**src/rtl/ahb_burst_addr_gen_pkg.sv**
```systemverilog
// Shared types and helpers for the AHB burst address generator.
// Consumers: ahb_burst_decode, ahb_burst_addr_gen.
package ahb_burst_pkg;

  typedef enum logic [2:0] {
    SINGLE = 3'd0,
    INCR   = 3'd1,
    WRAP4  = 3'd2,
    INCR4  = 3'd3,
    WRAP8  = 3'd4,
    INCR8  = 3'd5,
    WRAP16 = 3'd6,
    INCR16 = 3'd7
  } hburst_e;

  typedef enum logic [2:0] {
    SIZE_BYTE = 3'd0,
    SIZE_HALF = 3'd1,
    SIZE_WORD = 3'd2,
    SIZE_DW   = 3'd3,
    SIZE_4W   = 3'd4,
    SIZE_8W   = 3'd5,
    SIZE_16W  = 3'd6,
    SIZE_32W  = 3'd7
  } hsize_e;

  typedef enum logic {
    ST_IDLE  = 1'b0,
    ST_BURST = 1'b1
  } state_e;

  localparam int BOUNDARY_1KB = 10;

  // Zero means unbounded (plain INCR).
  function automatic logic [4:0] burst_beats(input hburst_e hb);
    logic [4:0] n;
    unique case (hb)
      SINGLE:         n = 5'd1;
      WRAP4, INCR4:   n = 5'd4;
      WRAP8, INCR8:   n = 5'd8;
      WRAP16, INCR16: n = 5'd16;
      default:        n = 5'd0;
    endcase
    return n;
  endfunction

  function automatic logic [7:0] burst_onehot(input hburst_e hb);
    return 8'd1 << hb;
  endfunction

endpackage

```
**src/rtl/ahb_burst_addr_gen_decode.sv**
```systemverilog
// HBURST decoder: beat count, wrap flag and one-hot behaviour.
// Purely combinational.
module ahb_burst_decode
  import ahb_burst_pkg::*;
(
  input  logic [2:0] hburst_i,
  output logic [4:0] beats_o,
  output logic       wrap_o,
  output logic [7:0] onehot_o
);

  hburst_e hb;

  assign hb = hburst_e'(hburst_i);

  always_comb begin
    beats_o  = burst_beats(hb);
    onehot_o = burst_onehot(hb);
    unique case (hb)
      WRAP4, WRAP8, WRAP16: wrap_o = 1'b1;
      default:              wrap_o = 1'b0;
    endcase
  end

endmodule

```
**src/rtl/ahb_burst_addr_gen.sv**
```systemverilog
// AHB burst address generator (INCR/WRAP beats, count, done/err).
// Define AHB_1KB_BOUNDARY_EN to enable the sticky 1 KB crossing flag.
module ahb_burst_addr_gen
  import ahb_burst_pkg::*;
#(
  parameter int ADDR_W = 32,
  parameter int DATA_W = 32
) (
  input  logic              HCLK,
  input  logic              HRESETn,
  input  logic              start,
  input  logic [ADDR_W-1:0] HADDR,
  input  logic [2:0]        HBURST,
  input  logic [2:0]        HSIZE,
  input  logic              advance,
  input  logic              stop,
  output logic [ADDR_W-1:0] addr_out,
  output logic [4:0]        beat_cnt,
  output logic              busy,
  output logic              last_beat,
  output logic              done,
  output logic              err,
  output logic [7:0]        SIGNAL_BEHAVIOR,
  output logic              bound_err
);

  localparam logic [2:0] MAX_SZ = 3'($clog2(DATA_W / 8));

  state_e            state_q;
  logic [ADDR_W-1:0] addr_q;
  logic [4:0]        cnt_q;
  logic [2:0]        hb_q;
  hsize_e            sz_q;
  logic              last_q;
  logic              done_q;
  logic              err_q;
  logic [7:0]        beh_q;

  logic [4:0]        dec_beats;
  logic              dec_wrap;
  logic [7:0]        dec_onehot;

  ahb_burst_decode u_dec (
    .hburst_i (hb_q),
    .beats_o  (dec_beats),
    .wrap_o   (dec_wrap),
    .onehot_o (dec_onehot)
  );

  logic [ADDR_W-1:0] amask;
  logic              size_ok;
  logic              align_ok;
  logic              accept;
  logic              reject;
  logic              step;
  logic              fin;

  assign amask    = (ADDR_W'(1) << HSIZE) - ADDR_W'(1);
  assign size_ok  = HSIZE <= MAX_SZ;
  assign align_ok = (HADDR & amask) == '0;

  assign accept = (state_q == ST_IDLE) && start
                && size_ok && align_ok;
  assign reject = (state_q == ST_IDLE) && start
                && !(size_ok && align_ok);
  assign step   = (state_q == ST_BURST) && !stop
                && advance && !last_q;
  assign fin    = (state_q == ST_BURST)
                && (stop || (advance && last_q));

  logic [ADDR_W-1:0] inc;
  logic [ADDR_W-1:0] wmask;
  logic [ADDR_W-1:0] stepped;
  logic [ADDR_W-1:0] addr_nxt;
  logic [4:0]        cnt_nxt;
  logic              last_nxt;

  assign inc     = ADDR_W'(1) << sz_q;
  assign wmask   = (ADDR_W'(dec_beats) << sz_q)
                 - ADDR_W'(1);
  assign stepped = addr_q + inc;

  // Wrap keeps the block base, only the offset rolls over.
  assign addr_nxt = dec_wrap
                  ? ((addr_q & ~wmask) | (stepped & wmask))
                  : stepped;

  assign cnt_nxt  = (cnt_q == 5'd31) ? cnt_q
                                     : cnt_q + 5'd1;
  assign last_nxt = (dec_beats != 5'd0)
                 && (cnt_nxt == dec_beats - 5'd1);

  always_ff @(posedge HCLK or negedge HRESETn) begin
    if (!HRESETn) begin
      state_q <= ST_IDLE;
      addr_q  <= '0;
      cnt_q   <= '0;
      hb_q    <= '0;
      sz_q    <= SIZE_BYTE;
      last_q  <= 1'b0;
      done_q  <= 1'b0;
      err_q   <= 1'b0;
      beh_q   <= '0;
    end else begin
      done_q <= fin;
      err_q  <= reject;
      unique case (state_q)
        ST_IDLE: begin
          if (accept) begin
            state_q <= ST_BURST;
            addr_q  <= HADDR;
            cnt_q   <= '0;
            hb_q    <= HBURST;
            sz_q    <= hsize_e'(HSIZE);
            last_q  <= HBURST == SINGLE;
            beh_q   <= burst_onehot(hburst_e'(HBURST));
          end
        end
        ST_BURST: begin
          if (fin) begin
            state_q <= ST_IDLE;
            last_q  <= 1'b0;
            beh_q   <= '0;
          end else begin
            beh_q <= dec_onehot;
            if (step) begin
              addr_q <= addr_nxt;
              cnt_q  <= cnt_nxt;
              last_q <= last_nxt;
            end
          end
        end
      endcase
    end
  end

`ifdef AHB_1KB_BOUNDARY_EN
  logic bound_q;
  logic cross;

  assign cross = !dec_wrap
    && (addr_nxt[ADDR_W-1:BOUNDARY_1KB]
        != addr_q[ADDR_W-1:BOUNDARY_1KB]);

  always_ff @(posedge HCLK or negedge HRESETn) begin
    if (!HRESETn) begin
      bound_q <= 1'b0;
    end else if (accept) begin
      bound_q <= 1'b0;
    end else if (step && cross) begin
      bound_q <= 1'b1;
    end
  end

  assign bound_err = bound_q;
`else
  assign bound_err = 1'b0;
`endif

  assign addr_out        = addr_q;
  assign beat_cnt        = cnt_q;
  assign busy            = state_q == ST_BURST;
  assign last_beat       = last_q;
  assign done            = done_q;
  assign err             = err_q;
  assign SIGNAL_BEHAVIOR = beh_q;

endmodule

```
**config.mk**
```make
export PLATFORM = sky130hd
export DESIGN_NAME = ahb_burst_addr_gen
export DESIGN_NICKNAME = d
export VERILOG_FILES = /design/src/rtl/ahb_burst_addr_gen_pkg.sv /design/src/rtl/ahb_burst_addr_gen_decode.sv /design/src/rtl/ahb_burst_addr_gen.sv
export SDC_FILE = /design/constraint.sdc
export NUM_CORES = 1
export LEC_CHECK = 0
export CAP_MARGIN = 20
export CELL_PAD_IN_SITES_DETAIL_PLACEMENT = 1
export CELL_PAD_IN_SITES_GLOBAL_PLACEMENT = 2
export CORE_UTILIZATION = 30
export CTS_CLUSTER_SIZE = 40
export DETAILED_ROUTE_END_ITERATION = 8
export PLACE_DENSITY = 0.83
export SYNTH_ARGS = -nofsm -noshare
export SYNTH_HDL_FRONTEND = slang
export SYNTH_HIERARCHICAL = 1
export SYNTH_SLANG_ARGS = --single-unit
```
**constraint.sdc**
```tcl
create_clock -name HCLK -period 4.65 [get_ports HCLK]
set_clock_uncertainty 0.1 [all_clocks]
set_input_delay 0.6975 -clock HCLK [delete_from_list [all_inputs] [get_ports HCLK]]
set_output_delay 0.6975 -clock HCLK [all_outputs]
set_load 0.01 [all_outputs]
```
---- Word level (Yosys, flattened, before mapping) ----
Cells that the tools add are included.
word-level totals
  bits in registers ....................... 55
  input bits .............................. 43
  output and inout bits ................... 50
  logic and storage cells ................. 86
cells by class
  add/sub/neg operators ................... 5
  order comparisons ....................... 1
  equal/unequal tests ..................... 12
  shift-type cells ........................ 5
  mux-type cells .......................... 22
  bitwise operators ....................... 6
  reductions and logical operators ........ 26
operators by type and width
  cell                                                number
  2-to-1 mux 32 bit                                   4
  AND 32 bit                                          3
  one-hot mux 32 bit (2 select lines)                 1
  left shift 1 x 3 -> 32 bit, first input constant    2
  adder 32 bit                                        1
  zero test 32 bit                                    1
  inverter 32 bit                                     1
  bitwise OR 32 bit                                   1
  left shift 5 x 3 -> 32 bit                          1
  subtractor 32 x 1 -> 32 bit, second input constant  1
  subtractor 32 x 2 -> 32 bit, second input constant  1
  2-to-1 mux 5 bit                                    4
  one-hot mux 5 bit (4 select lines)                  1
  2-to-1 mux 8 bit                                    2
  one-hot mux 8 bit (2 select lines)                  1
  left shift 1 x 3 -> 8 bit, first input constant     2
  == test 3 bit, second input constant                4
  logical AND 1 bit                                   11
  one-hot mux 5 bit (2 select lines)                  1
  == test 3 x 2 -> 1 bit, second input constant       2
  zero test 3 bit                                     2
  2-to-1 mux 1 bit                                    6
  OR reduction 2 bit                                  3
  adder 5 x 1 -> 5 bit, second input constant         1
  15 further kinds                                    20

---- Depth between registers and ports, before layout ----
  depth in word-level cells ............... 12
  depth in mapped cells ................... 14
  mapped depth without buffers ............ 11

---- Cells and area by module ----
Netlist, hierarchy kept.
by module, submodules not included
  module              instances  cells each  area an instance (µm²)  sequential area each (µm²)
  ahb_burst_addr_gen  1          556         4415.5                  1376.3
  ahb_burst_decode    1          17          140.1                   0.0

---- Worst setup path before layout ----
OpenSTA, ideal clock, no wires.
  path kind ............................... register -> register
  from .................................... register sz_q[2]
  to ...................................... register (tool-made name)
  setup time .............................. 0.136 ns
  arrival ................................. 3.167 ns
  data required time ...................... 4.414 ns
  slack ................................... 1.247 ns
  cell stages (with the launch flop) ...... 15
  buffers on the path ..................... 3
  clock period less this slack ............ 3.403 ns
  cells stage by stage .................... dfrtp_1 buf_2 clkbuf_1 clkbuf_1 nor3_1 ha_1 inv_1 fa_1 nor2b_1 o31a_1 o211ai_1 or4_1 and2_1 o21ai_0 o21ai_0
RTL lines
  item                    line                       source
  from (decl)             ahb_burst_addr_gen.sv:33   hsize_e sz_q;
  from (signal assigned)  ahb_burst_addr_gen.sv:114  sz_q <= hsize_e'(HSIZE);

==> metrics.txt <==
first-pass GRT wire length 25,400 um; total track usage 0.202; IO Port Bufs 91; RSZ-0062 raised after global routing no; share of cells above drive strength 1 0.0652; sequential share of the synthesized area 0.302; area grow syn2layout 26.3%; hpwl dp 11,500 um; critical path's largest stage delay 0.63 ns; Slew Limit Headroom 0.410; Max Root-Sink Buffers 2; Synth async-reset ratio 1.00; Avg WL per Cell 18.8 um; Slowest cell on crit path dfrtp_1; most frequent cells in the layout 90 x clkdlybuf4s50_1, 75 x nand2_1, 55 x dfrtp_1; final net count 701; Setup-failing EPs final 0; final core utilization 0.391; hold-fix buffers at CTS 0; CP cell instances nor3_1 > ha_1 > inv_1 > fa_1 > nor2b_1 > o31a_1 > o211ai_1 > nor3_1 > nand4_1 > o32a_1 > o22ai_1; worst min-delay path class input pin to async pin; final setup margin 0.707 ns; setup bufs post-CTS 0; post-synthesis cell type count 73; die width 125 um; PwrDens 471 mW/mm2; Syn Inst Count 573; crit path DAT 4.08 ns; std cell rows 44; Mapped Nets 631; crit-path max FO 21; required time of the worst setup path 4.79 ns; Synth Cell Area 0.00456 mm2; Metal-1 WL 7490 um; Combinational Power Share 0.500; Crit Path Category register to register; CP most frequent cell nor3_1; post-CTS resize count 0; Die Y 125 um; Startpoint Class register; number of antenna violations at the first check in global routing 0; CTS clk-pin slew, worst paths 0.08 ns; WL final 15,600 um; max-slew violations 0; DRC violations left 0; Max Fclk 254 MHz; Routed Antenna Nets 0; total number of vias 4,691; Final Critical Period 3.94 ns; Worst Setup Slack post-DPL 0.479 ns; highest routed layer met4; average size of a mapped cell 7.95 um2; Sw Pwr 1.15 mW; warnings from Yosys 6; metal2 WL 7180 um; Starting DRT DRC Count 234; CTS buffer count 5; CTS root buf clkbuf_16; Switching Fraction 0.424; final RePlAce weighted congestion 0.878; final hold violation count 0; final worst-path cycle share 0.848; setup_tns 0 ns; Yosys reg bits 55; Post-synth EDFFs 0; Cell Int Power 1.56 mW; CTS sink cnt 55; VDD IR max 0.000196 V; I/O pins 93; Post-Place Cell Area 0.00557 mm2; CP endpoint kind register; most common cell after layout, fill and taps aside clkdlybuf4s50_1; Least-Margin Pin Slew 0.882 ns; cell area after layout 0.00575 mm2; clk_lat worst skew 0.31 ns; Max Cap Viol 0; Initial Util 0.310; Most used DFF post-synth dfrtp_1; Lkg Pwr 2.28 nW; die area 0.0157 mm2; vias in the first global route 4,775; drt first pass iters 6; Core Box Area 0.0147 mm2; Ant. Diodes 0; WL met3 702 um; worst hold slack 0.290 ns; CTS tree built; Reg power frac 0.328; Remaining Overflow, GRT 0; H-tree depth 2; drt via density 5.67; pin count of the biggest net entering global routing 35; Clock power frac 0.171; status complete, no violations
worst max-delay path, delay by kind of cell, from the launching register on:
| kind | cells | cell delay, ns |
|---|---|---|
| AO/OA/AOI/OAI | 4 | 1.06 |
| adder cells (fa/ha/maj) | 2 | 0.67 |
| buffers and inverters | 1 | 0.07 |
| flip-flops | 1 | 0.63 |
| AND/OR/NAND/NOR | 4 | 1.33 |
synthesized netlist by cell type, types with 4 or more instances:
| cell | count | area share |
|---|---|---|
| nand2_1 | 75 | 0.062 |
| dfrtp_1 | 55 | 0.30 |
| o21ai_0 | 51 | 0.056 |
| a21oi_1 | 45 | 0.049 |
| nor2_1 | 36 | 0.030 |
| clkbuf_1 | 23 | 0.019 |
| nand3_1 | 21 | 0.023 |
| a31oi_1 | 15 | 0.021 |
| inv_1 | 15 | 0.012 |
| ha_1 | 14 | 0.038 |
| nor4_1 | 13 | 0.018 |
| xnor2_1 | 12 | 0.023 |
| mux2i_1 | 11 | 0.024 |
| nor2b_1 | 11 | 0.015 |
| nor3_1 | 11 | 0.012 |
| and3_1 | 8 | 0.011 |
| buf_2 | 8 | 0.0088 |
| nor3b_1 | 8 | 0.013 |
| o21ai_1 | 8 | 0.0088 |
| xor2_1 | 8 | 0.015 |
| a22oi_1 | 7 | 0.012 |
| mux2_2 | 7 | 0.017 |
| o211ai_1 | 6 | 0.0099 |
| o31ai_1 | 6 | 0.0099 |
| and4_1 | 5 | 0.0096 |
| nand4_1 | 5 | 0.0069 |
| o22ai_1 | 5 | 0.0069 |
| a211oi_1 | 4 | 0.0066 |
| and2_1 | 4 | 0.0055 |
| buf_6 | 4 | 0.0099 |
| nand2b_1 | 4 | 0.0055 |
cells by family after synthesis:
| logic type | Yosys count | share of synthesized area |
|---|---|---|
| AND/OR/NAND/NOR | 224 | 0.254 |
| AO/OA/AOI/OAI | 182 | 0.253 |
| flip-flops | 55 | 0.302 |
| buffers and inverters | 54 | 0.0558 |
| multiplexers | 21 | 0.0530 |
| XOR/XNOR | 20 | 0.0385 |
| adder cells (fa/ha/maj) | 15 | 0.0428 |
| other | 2 | 0.00165 |
metal layers:
| metal | GRT usage | vias up |
|---|---|---|
| li1 | - | 2248 |
| met2 | 0.328 | 116 |
| met1 | 0.276 | 2312 |
| met5 | 0 | - |
| met3 | 0.0338 | 15 |
| met4 | 0.0524 | 0 |
power by group through the flow:
| stage | clock [mW] | combinational (mW) | sequential, mW |
|---|---|---|---|
| detailed placement | 0 | 1.34 | 0.895 |
| floorplan | 0 | 0.834 | 0.846 |
| global route | 0.490 | 1.49 | 0.930 |
| global placement | 0 | 1.31 | 0.887 |
| finish | 0.465 | 1.36 | 0.891 |
| CTS | 0.478 | 1.36 | 0.890 |
worst paths after layout:
kind	start	end	slack [ns]	cells past startpoint
max in group asynchronous	HRESETn	async pin	3.28	2
worst max register to register	sz_q[1]	register	0.71	11
min in group HCLK	SIGNAL_BEHAVIOR[7]	SIGNAL_BEHAVIOR[7]	0.38	2
worst min register to register	SIGNAL_BEHAVIOR[7]	SIGNAL_BEHAVIOR[7]	0.38	2
worst min-delay path	HRESETn	async pin	0.29	1
worst max-delay path	sz_q[1]	register	0.71	11
final cells by class:
type                       count  area [um2]
multi-input combinational    464        2930
clock buffer                   6         139
timing repair buffer         102         992
inverter                      15        56.3
sequential                    55        1380
fill                        1766        8940
clock inverter                 2        35.0
tap                          184         230
stage by stage:
| step | power [mW] | instances |
|---|---|---|
| final | 2.71 | 828 |
| after global routing | 2.91 | 828 |
| after CTS | 2.72 | 827 |
| after detailed placement | 2.24 | 819 |
| after global placement | 2.20 | 819 |
| after floorplan | 1.68 | 573 |
No activity file was read; power rests on OpenSTA's default activity.
